## config.mk

```make
export PLATFORM = sky130hd
export DESIGN_NAME = spi_process_image_buffer
export DESIGN_NICKNAME = d
export VERILOG_FILES = /design/src/rtl/spi_process_image_buffer.sv
export SDC_FILE = /design/constraint.sdc
export NUM_CORES = 2
export LEC_CHECK = 0
export ABC_AREA = 1
export BUFFER_PORTS_ARGS = -buffer_cell sky130_fd_sc_hd__clkbuf_2
export CORE_MARGIN = 2
export CORE_UTILIZATION = 30
export CTS_BUF_LIST = sky130_fd_sc_hd__clkbuf_4 sky130_fd_sc_hd__clkbuf_8
export DETAILED_ROUTE_END_ITERATION = 8
export GPL_TIMING_DRIVEN = 1
export PLACE_DENSITY = 0.54
export SKIP_CTS_REPAIR_TIMING = 1
export SLEW_MARGIN = 10
export SYNTH_ARGS = -nofsm -noshare
export SYNTH_HDL_FRONTEND = slang
export SYNTH_SLANG_ARGS = --single-unit
```

## constraint.sdc

```tcl
create_clock -name i_clk -period 6.85 [get_ports i_clk]
set_clock_uncertainty 0.15 [all_clocks]
set_input_delay 0 -clock i_clk [delete_from_list [all_inputs] [get_ports i_clk]]
set_output_delay 0 -clock i_clk [all_outputs]
set_load 0.02 [all_outputs]
```

## src/rtl/spi_process_image_buffer.sv

```systemverilog
// Double-buffered process image between the byte-level SPI slave engine and the application.
// RX bytes fill a shadow image that is committed atomically on a clean frame; TX streams a frame-start snapshot.
module spi_process_image_buffer #(
    parameter int         IMAGE_BYTES = 64,
    parameter int         BIT_REVERSE = 1,
    parameter logic [7:0] FILL_BYTE   = 8'h00,
    parameter int         ERR_W       = 8
) (
    input  logic                       i_clk,
    input  logic                       i_reset,
    input  logic                       i_frame_start,
    input  logic                       i_frame_end,
    input  logic                       i_rx_valid,
    input  logic [7:0]                 i_rx_byte,
    input  logic                       i_tx_req,
    output logic [7:0]                 o_tx_byte,
    output logic                       o_tx_valid,
    input  logic [IMAGE_BYTES*8-1:0]   i_image_in,
    output logic [IMAGE_BYTES*8-1:0]   o_image_out,
    output logic                       o_image_update,
    output logic                       o_frame_err,
    output logic [ERR_W-1:0]           o_err_count
);

    localparam int IDX_W = $clog2(IMAGE_BYTES + 2);
    localparam logic [IDX_W-1:0] LP_FULL = IDX_W'(IMAGE_BYTES);

    typedef enum logic [1:0] {
        S_IDLE,
        S_ACTIVE,
        S_COMMIT
    } state_t;

    state_t                   r_state;
    state_t                   w_next_state;

    logic [IMAGE_BYTES*8-1:0] r_shadow;
    logic [IMAGE_BYTES*8-1:0] r_snap;
    logic [IMAGE_BYTES*8-1:0] r_image_out;
    logic [IDX_W-1:0]         r_rx_idx;
    logic [IDX_W-1:0]         r_tx_idx;
    logic                     r_overrun;
    logic [7:0]               r_tx_byte;
    logic                     r_tx_valid;
    logic                     r_update;
    logic                     r_frame_err;
    logic [ERR_W-1:0]         r_err_count;

    logic                     w_active;
    logic                     w_rx_write;
    logic                     w_rx_over;
    logic [IDX_W-1:0]         w_rx_idx_next;
    logic                     w_overrun_next;
    logic [IMAGE_BYTES*8-1:0] w_shadow_next;
    logic                     w_end_frame;
    logic                     w_abort;
    logic                     w_accept;
    logic                     w_reject;
    logic                     w_tx_adv;
    logic [IDX_W-1:0]         w_tx_idx_inc;
    logic [7:0]               w_tx_fetch;

    function automatic logic [7:0] f_rev(input logic [7:0] b);
        logic [7:0] r;
        r = b;
        if (BIT_REVERSE != 0) begin
            for (int i = 0; i < 8; i++) begin
                r[i] = b[7-i];
            end
        end
        return r;
    endfunction

    always_ff @(posedge i_clk) begin
        if (i_reset) begin
            r_state <= S_IDLE;
        end else begin
            r_state <= w_next_state;
        end
    end

    // A FRAME_START always wins: it aborts a running frame or overlaps the commit cycle.
    always_comb begin
        w_next_state = r_state;
        case (r_state)
            S_IDLE:   if (i_frame_start) w_next_state = S_ACTIVE;
            S_ACTIVE: begin
                if (i_frame_start) begin
                    w_next_state = S_ACTIVE;
                end else if (i_frame_end) begin
                    w_next_state = S_COMMIT;
                end
            end
            S_COMMIT: w_next_state = i_frame_start ? S_ACTIVE : S_IDLE;
            default:  w_next_state = S_IDLE;
        endcase
    end

    // The byte arriving with FRAME_END is folded in before the completeness check.
    always_comb begin
        w_active       = (r_state == S_ACTIVE);
        w_rx_write     = w_active && !i_frame_start && i_rx_valid && (r_rx_idx < LP_FULL);
        w_rx_over      = w_active && !i_frame_start && i_rx_valid && (r_rx_idx == LP_FULL);
        w_rx_idx_next  = w_rx_write ? r_rx_idx + IDX_W'(1) : r_rx_idx;
        w_overrun_next = r_overrun || w_rx_over;
        w_end_frame    = w_active && i_frame_end && !i_frame_start;
        w_abort        = w_active && i_frame_start;
        w_accept       = w_end_frame && (w_rx_idx_next == LP_FULL) && !w_overrun_next;
        w_reject       = w_abort || (w_end_frame && !w_accept);
        w_tx_adv       = w_active && i_tx_req && !i_frame_start && !i_frame_end;
        w_tx_idx_inc   = r_tx_idx + IDX_W'(1);
        w_shadow_next  = r_shadow;
        w_tx_fetch     = FILL_BYTE;
        for (int k = 0; k < IMAGE_BYTES; k++) begin
            if (w_rx_write && (r_rx_idx == IDX_W'(k))) begin
                w_shadow_next[8*k +: 8] = f_rev(i_rx_byte);
            end
            if (w_tx_idx_inc == IDX_W'(k)) begin
                w_tx_fetch = f_rev(r_snap[8*k +: 8]);
            end
        end
    end

    always_ff @(posedge i_clk) begin
        if (i_reset) begin
            r_shadow    <= '0;
            r_snap      <= '0;
            r_image_out <= '0;
            r_rx_idx    <= '0;
            r_tx_idx    <= '0;
            r_overrun   <= 1'b0;
            r_tx_byte   <= 8'h00;
            r_tx_valid  <= 1'b0;
            r_update    <= 1'b0;
            r_frame_err <= 1'b0;
            r_err_count <= '0;
        end else begin
            r_update    <= w_accept;
            r_frame_err <= w_reject;
            r_shadow    <= w_shadow_next;
            if (w_accept) begin
                r_image_out <= w_shadow_next;
            end
            if (w_reject && (r_err_count != {ERR_W{1'b1}})) begin
                r_err_count <= r_err_count + ERR_W'(1);
            end
            if (i_frame_start) begin
                r_snap     <= i_image_in;
                r_rx_idx   <= '0;
                r_tx_idx   <= '0;
                r_overrun  <= 1'b0;
                r_tx_byte  <= f_rev(i_image_in[7:0]);
                r_tx_valid <= 1'b1;
            end else begin
                r_rx_idx  <= w_rx_idx_next;
                r_overrun <= w_overrun_next;
                if (w_tx_adv) begin
                    r_tx_byte <= w_tx_fetch;
                    if (r_tx_idx != LP_FULL) begin
                        r_tx_idx <= w_tx_idx_inc;
                    end
                end
                if (w_end_frame) begin
                    r_tx_valid <= 1'b0;
                end
            end
        end
    end

    always_comb begin
        o_tx_byte      = r_tx_byte;
        o_tx_valid     = r_tx_valid;
        o_image_out    = r_image_out;
        o_image_update = r_update;
        o_frame_err    = r_frame_err;
        o_err_count    = r_err_count;
    end

endmodule
```

* Word-level counts from Yosys, hierarchy flattened
Index checks and enable logic that the tools add are counted. Widths: inputs -> output; s select.
Word-level totals: word-level logic and storage cells 380, register bits 1572, output and inout port bits 531, input bits 526
Cells by class: reductions and logical operators 92, eq/ne operators 134, mux-type cells 138, $lt $le $gt $ge 1, add/subtract/negate cells 3
Operators by type and width (count):
- $mux 8 | 130
- $eq 7x6->1 const B | 64
- $eq 7x5->1 const B | 32
- $eq 7x4->1 const B | 16
- $logic_and 1x1->1 | 78
- $eq 7x3->1 const B | 8
- $eq 7x2->1 const B | 4
- $add 7x1->7 const B | 2
- $eq 7x1->1 const B | 2
- $eq 7x7->1 const B | 2
- $logic_not 7->1 | 2
- $add 8x1->8 const B | 1
- $ne 8x8->1 const B | 1
- $lt 7x7->1 const B | 1
- $mux 7 | 1
- $ne 7x7->1 const B | 1
- $mux 2 | 3
- $pmux 2 s3 | 1
- $logic_not 1->1 | 4
- $reduce_and 2->1 | 2
- $reduce_bool 2->1 | 2
- $mux 1 | 3
- $ne 3x3->1 const B | 1
- $eq 2x1->1 const B | 1
- 5 further kinds | 6

* Depth between registers and ports, before layout
depth after elaboration 68, mapped depth 78

* Worst setup path after synthesis
No wires, ideal clock.
path type register -> register, start reg r_tx_idx[0], end reg r_tx_byte[3] (netlist: o_tx_byte[3]), setup slack 2078 ps, cell stages (with the launch flop) 75, data required time 6581 ps, library setup time 119 ps, arrival time 4503 ps, path through dfxtp_1 -> ha_1 -> nand2_1 -> o21ai_1 -> nand2_1 -> clkinv_1 -> nand2_1 -> nor2_4 -> buf_6 -> nand2_4 -> buf_6 -> a21oi_1 -> nor2_1 -> o21bai_1 -> nand2_1 -> nand2_1 -> nand2_1 -> nand2_1 -> (+39 left out) -> nand2_1 -> nand2_1 -> nand2_1 -> nand2_1 -> nand2_1 -> nand2_1 -> nand2_1 -> nand2_1 -> nand2_1 -> nand2_1 -> nand2_1 -> nand2_1 -> nand2_1 -> nand3_1 -> nand2_1 -> nand2_1 -> nand2_1 -> a21oi_1
On the way: word-level cells in the longest chain between the ends 68, elaborated cells between the ends (all ways) 131, classes of those cells 1 x add/sub; 63 x eq/ne; 66 x mux; 1 x reduce/logical
Ends and longest elaborated chain:
- from (decl) | RTL line 41 | logic [IDX_W-1:0] r_tx_idx;
- from (signal assigned) | RTL line 160 | r_tx_idx <= w_tx_idx_inc;
- $add 7x1->7 * | RTL line 111 | w_tx_idx_inc = r_tx_idx + IDX_W'(1);
- $logic_not 7->1 | RTL line 118 | if (w_tx_idx_inc == IDX_W'(k)) begin
- $mux 8 (63 in a row) | RTL line 118
- $mux 8 * | RTL line 118
- $mux 8 * | RTL line 157 | if (w_tx_adv) begin
- $mux 8 * | RTL line 147 | if (i_frame_start) begin
- to (signal assigned) | RTL line 152 | r_tx_byte <= f_rev(i_image_in[7:0]);
- to (signal assigned) | RTL line 158 | r_tx_byte <= w_tx_fetch;
- to (decl) | RTL line 43 | logic [7:0] r_tx_byte;
Every way passes the cells marked *; elsewhere a longest branch is shown, timed or not. The select of a mux whose other input is x is not followed. A chain may end at the register's enable or synchronous reset.

* Worst setup path after layout
start reg r_tx_idx[0], end reg r_tx_byte[0] (netlist: o_tx_byte[0])
The elaborated chain is that of the path after synthesis.

==> results.toml <==
[run_status]
outcome = "finished with violations"
violations = "capacitance limit, slew limit"

[clocking]
cts_made_buffers = 295
cts_buffer_depth = 4
clock-sinks = 1572
clockRootBuffer = "clkbuf_8"
clk_latency_ps = 1030
cts_tree = "done"
clk_pin_slew_ps = 60
h-tree-depth = 5

[timing]
hold_slack_ps = 60.3
slew_headroom_pct = -38.9
setup-violations-final = 0
slew_viol_final = 2
fin_crit_sh_pct = 89.1
period_needed_ps = 6100
tightest_slew_ps = 2060
hold_violations = 0
setup-tns-final_ps = 0
max_clock_freq_ghz = 0.164

[worst_setup_path]
crit_type = "flip-flop to flip-flop"
worstPathArrival_ps = 6840
crit_family = "simple AND/OR/NAND/NOR gates"
path_max_fanout = 8
required_ps = 7590
start_kind = "flip-flop"
end_kind = "flip-flop"
crit_buf_inv = 2
slowest_delay_ps = 370
slowest_stage = "dfxtp_1"
crit_top_cell = "nand2_1"

[layout]
final_common_cell = "nor2_1"
areaGrowthSynthToFinish_pct = 39.4
fin_nets = 10900
fin_util_pct = 42.0
final_cells = 13300
post_route_cells_drive_above_1_share_pct = 16.0
mostFrequentLayoutCells = "1671 x nor2_1, 1571 x dfxtp_1, 1280 x o21ai_0, 1090 x dlygate4sd3_1, 1072 x nand2_1"

[route]
drt.antenna.violating_nets = 0
wl_um = 270000
wl_per_cell_um = 20.4
drt_iter0_drc = 6501
first_pass_iters = 9
via_count = 65100
route.detailed.drc = 0
via_per_inst = 4.91

[power_and_ir_drop]
powerDensity_nw_per_um2 = 242
ir_drop_mv = 0.187
leakage_nw = 35.5

[logic_synthesis]
synth.area.top_cells = "dfxtp_1 51%, o21ai_0 10%, nor2_1 10%, nand2_1 6.5%, inv_1 6.1%"
synth_cell_type_count = 37
ys_ff_latch = 1572
ys.warnings.count = 0
synth_top_cell_area_share_pct = 51.1
syn-num-nets = 8929
ys_seq_area_share_pct = 51.1
synthesis.area_um2 = 61600
syn_avg_cell_area_um2 = 7.34
synth_cells = 8392
synth_top_area_cell = "dfxtp_1"

[flow_run]
maxCapViolCount = 1

[min_path]
hold_class = "primary input to flip-flop"

[floorplanning]
die_h_um = 457
ios = 1057
core-area_um2 = 204000
die_x_um = 457
start_util_pct = 30.1
dieArea_um2 = 209000
rows = 166

[global_routing]
globalRouteTotalUtil_pct = 22.1
grt_first_pass_wirelength_um = 348000
grt_pass1_vias = 52800
antenna_found_initial = 73
grt_overflow_total = 0
grt_start_max_net_pins = 259

[placement]
finalWeightedCongestion = 0.917
dp_hpwl_um = 173000
placedCellCount = 11600
io_buffer_count = 1056
## power breakdown
| group | internal, mW | leakage (nW) | switching (mW) | total [mW] |
|---|---|---|---|---|
| sequential | 9.36 | 12.8 | 0.112 | 9.48 |
| clock | 5.50 | 3.23 | 4.06 | 9.56 |
| combinational | 0.722 | 19.5 | 0.975 | 1.70 |
## layout make-up
type                    instances  area, µm²
fillers                     20500     119000
multi-input cells            5211      24100
inverters                    1029       3880
clock buffers                 460       5770
diodes                         60        150
well taps                    2688       3360
clock inverters                33        315
repair buffers               2208      16800
flip-flops and latches       1572      31500
## synth_stat cells
cell and count:
buf_1 4, o211ai_2 1, dfxtp_1 1572, o221ai_1 1
nor2_1 1673, o21ai_2 1, buf_6 4, o21ai_0 1280
xor2_1 5, o21ai_1 14, nand4_1 28, inv_1 1004
nor4_1 2, a21oi_2 5, a21oi_1 582, o31ai_1 1
o22ai_1 1, nor3_1 11, clkbuf_1 553, nor2_2 7
nand2_2 5, buf_2 19, inv_2 14, nor2_4 6
nor3b_1 1, nand3b_1 1, clkinv_1 11, nand2_1 1073
nand3_2 4, ha_1 11, nor2_8 1, o21bai_1 2
and3_1 1, a211oi_1 419, nand3_1 69, nand2_4 4
a31oi_1 2
## worst reg2reg max path, delay by kind of cell, from the launching register on
kind | cells | cell delay (ps)
buffers and inverters | 2 | 310
AND/OR/NAND/NOR | 68 | 4940
AO/OA/AOI/OAI | 3 | 250
flip-flops | 1 | 370
## logic make-up (layout without fill, tap and decap cells)
| kind of cell | Yosys count | in the layout | synth area share, % |
|---|---|---|---|
| and+or+nand+nor | 2886 | 2886 | 18.1 |
| AOI/OAI and AO/OA | 2309 | 2309 | 20.5 |
| buffers and inverters | 1609 | 3730 | 9.90 |
| DFF | 1572 | 1572 | 51.1 |
| adders and majority gates | 11 | 11 | 0.224 |
| xor gates and xnor gates | 5 | 5 | 0.0711 |
| other | 0 | 60 | 0 |
## stage by stage
| stage | cell area, µm² | setup slack [ps] | total power [mW] |
|---|---|---|---|
| floorplan | 61600 | 2080 | 10.2 |
| detailed placement | 68600 | 316 | 10.8 |
| global placement | 68600 | 183 | 10.8 |
| CTS | 74700 | 329 | 20.3 |
| global route | 85700 | -19.3 | 21.4 |
| finish | 85800 | 748 | 20.7 |
## sequential cells by signal, indices dropped and copies added (netlist names)
name            count
r_rx_idx            7
o_image_out       512
r_overrun           1
o_err_count         8
o_frame_err         1
r_state             2
r_snap            512
o_image_update      1
r_tx_idx            7
o_tx_byte           8
r_shadow          512
o_tx_valid          1
## final timing paths
check	slack, ps	endpoint	from	cells after the start
max	750	o_tx_byte[0]	r_tx_idx[0]	73
min	60	r_shadow[335]	i_rx_byte[0]	6
max reg2reg	750	o_tx_byte[0]	r_tx_idx[0]	73
min reg2reg	300	r_snap[469]	r_snap[469]	2
## per-layer routing
metal / wire [µm] / up-vias / track usage, %
met5: 416 / - / 0
met4: 18500 / 38 / 12.2
met3: 20300 / 1085 / 4.92
met2: 120000 / 3001 / 34.7
met1: 111000 / 30100 / 28.0
li1: - / 30800 / -
Power figures use the tool's default switching activity.
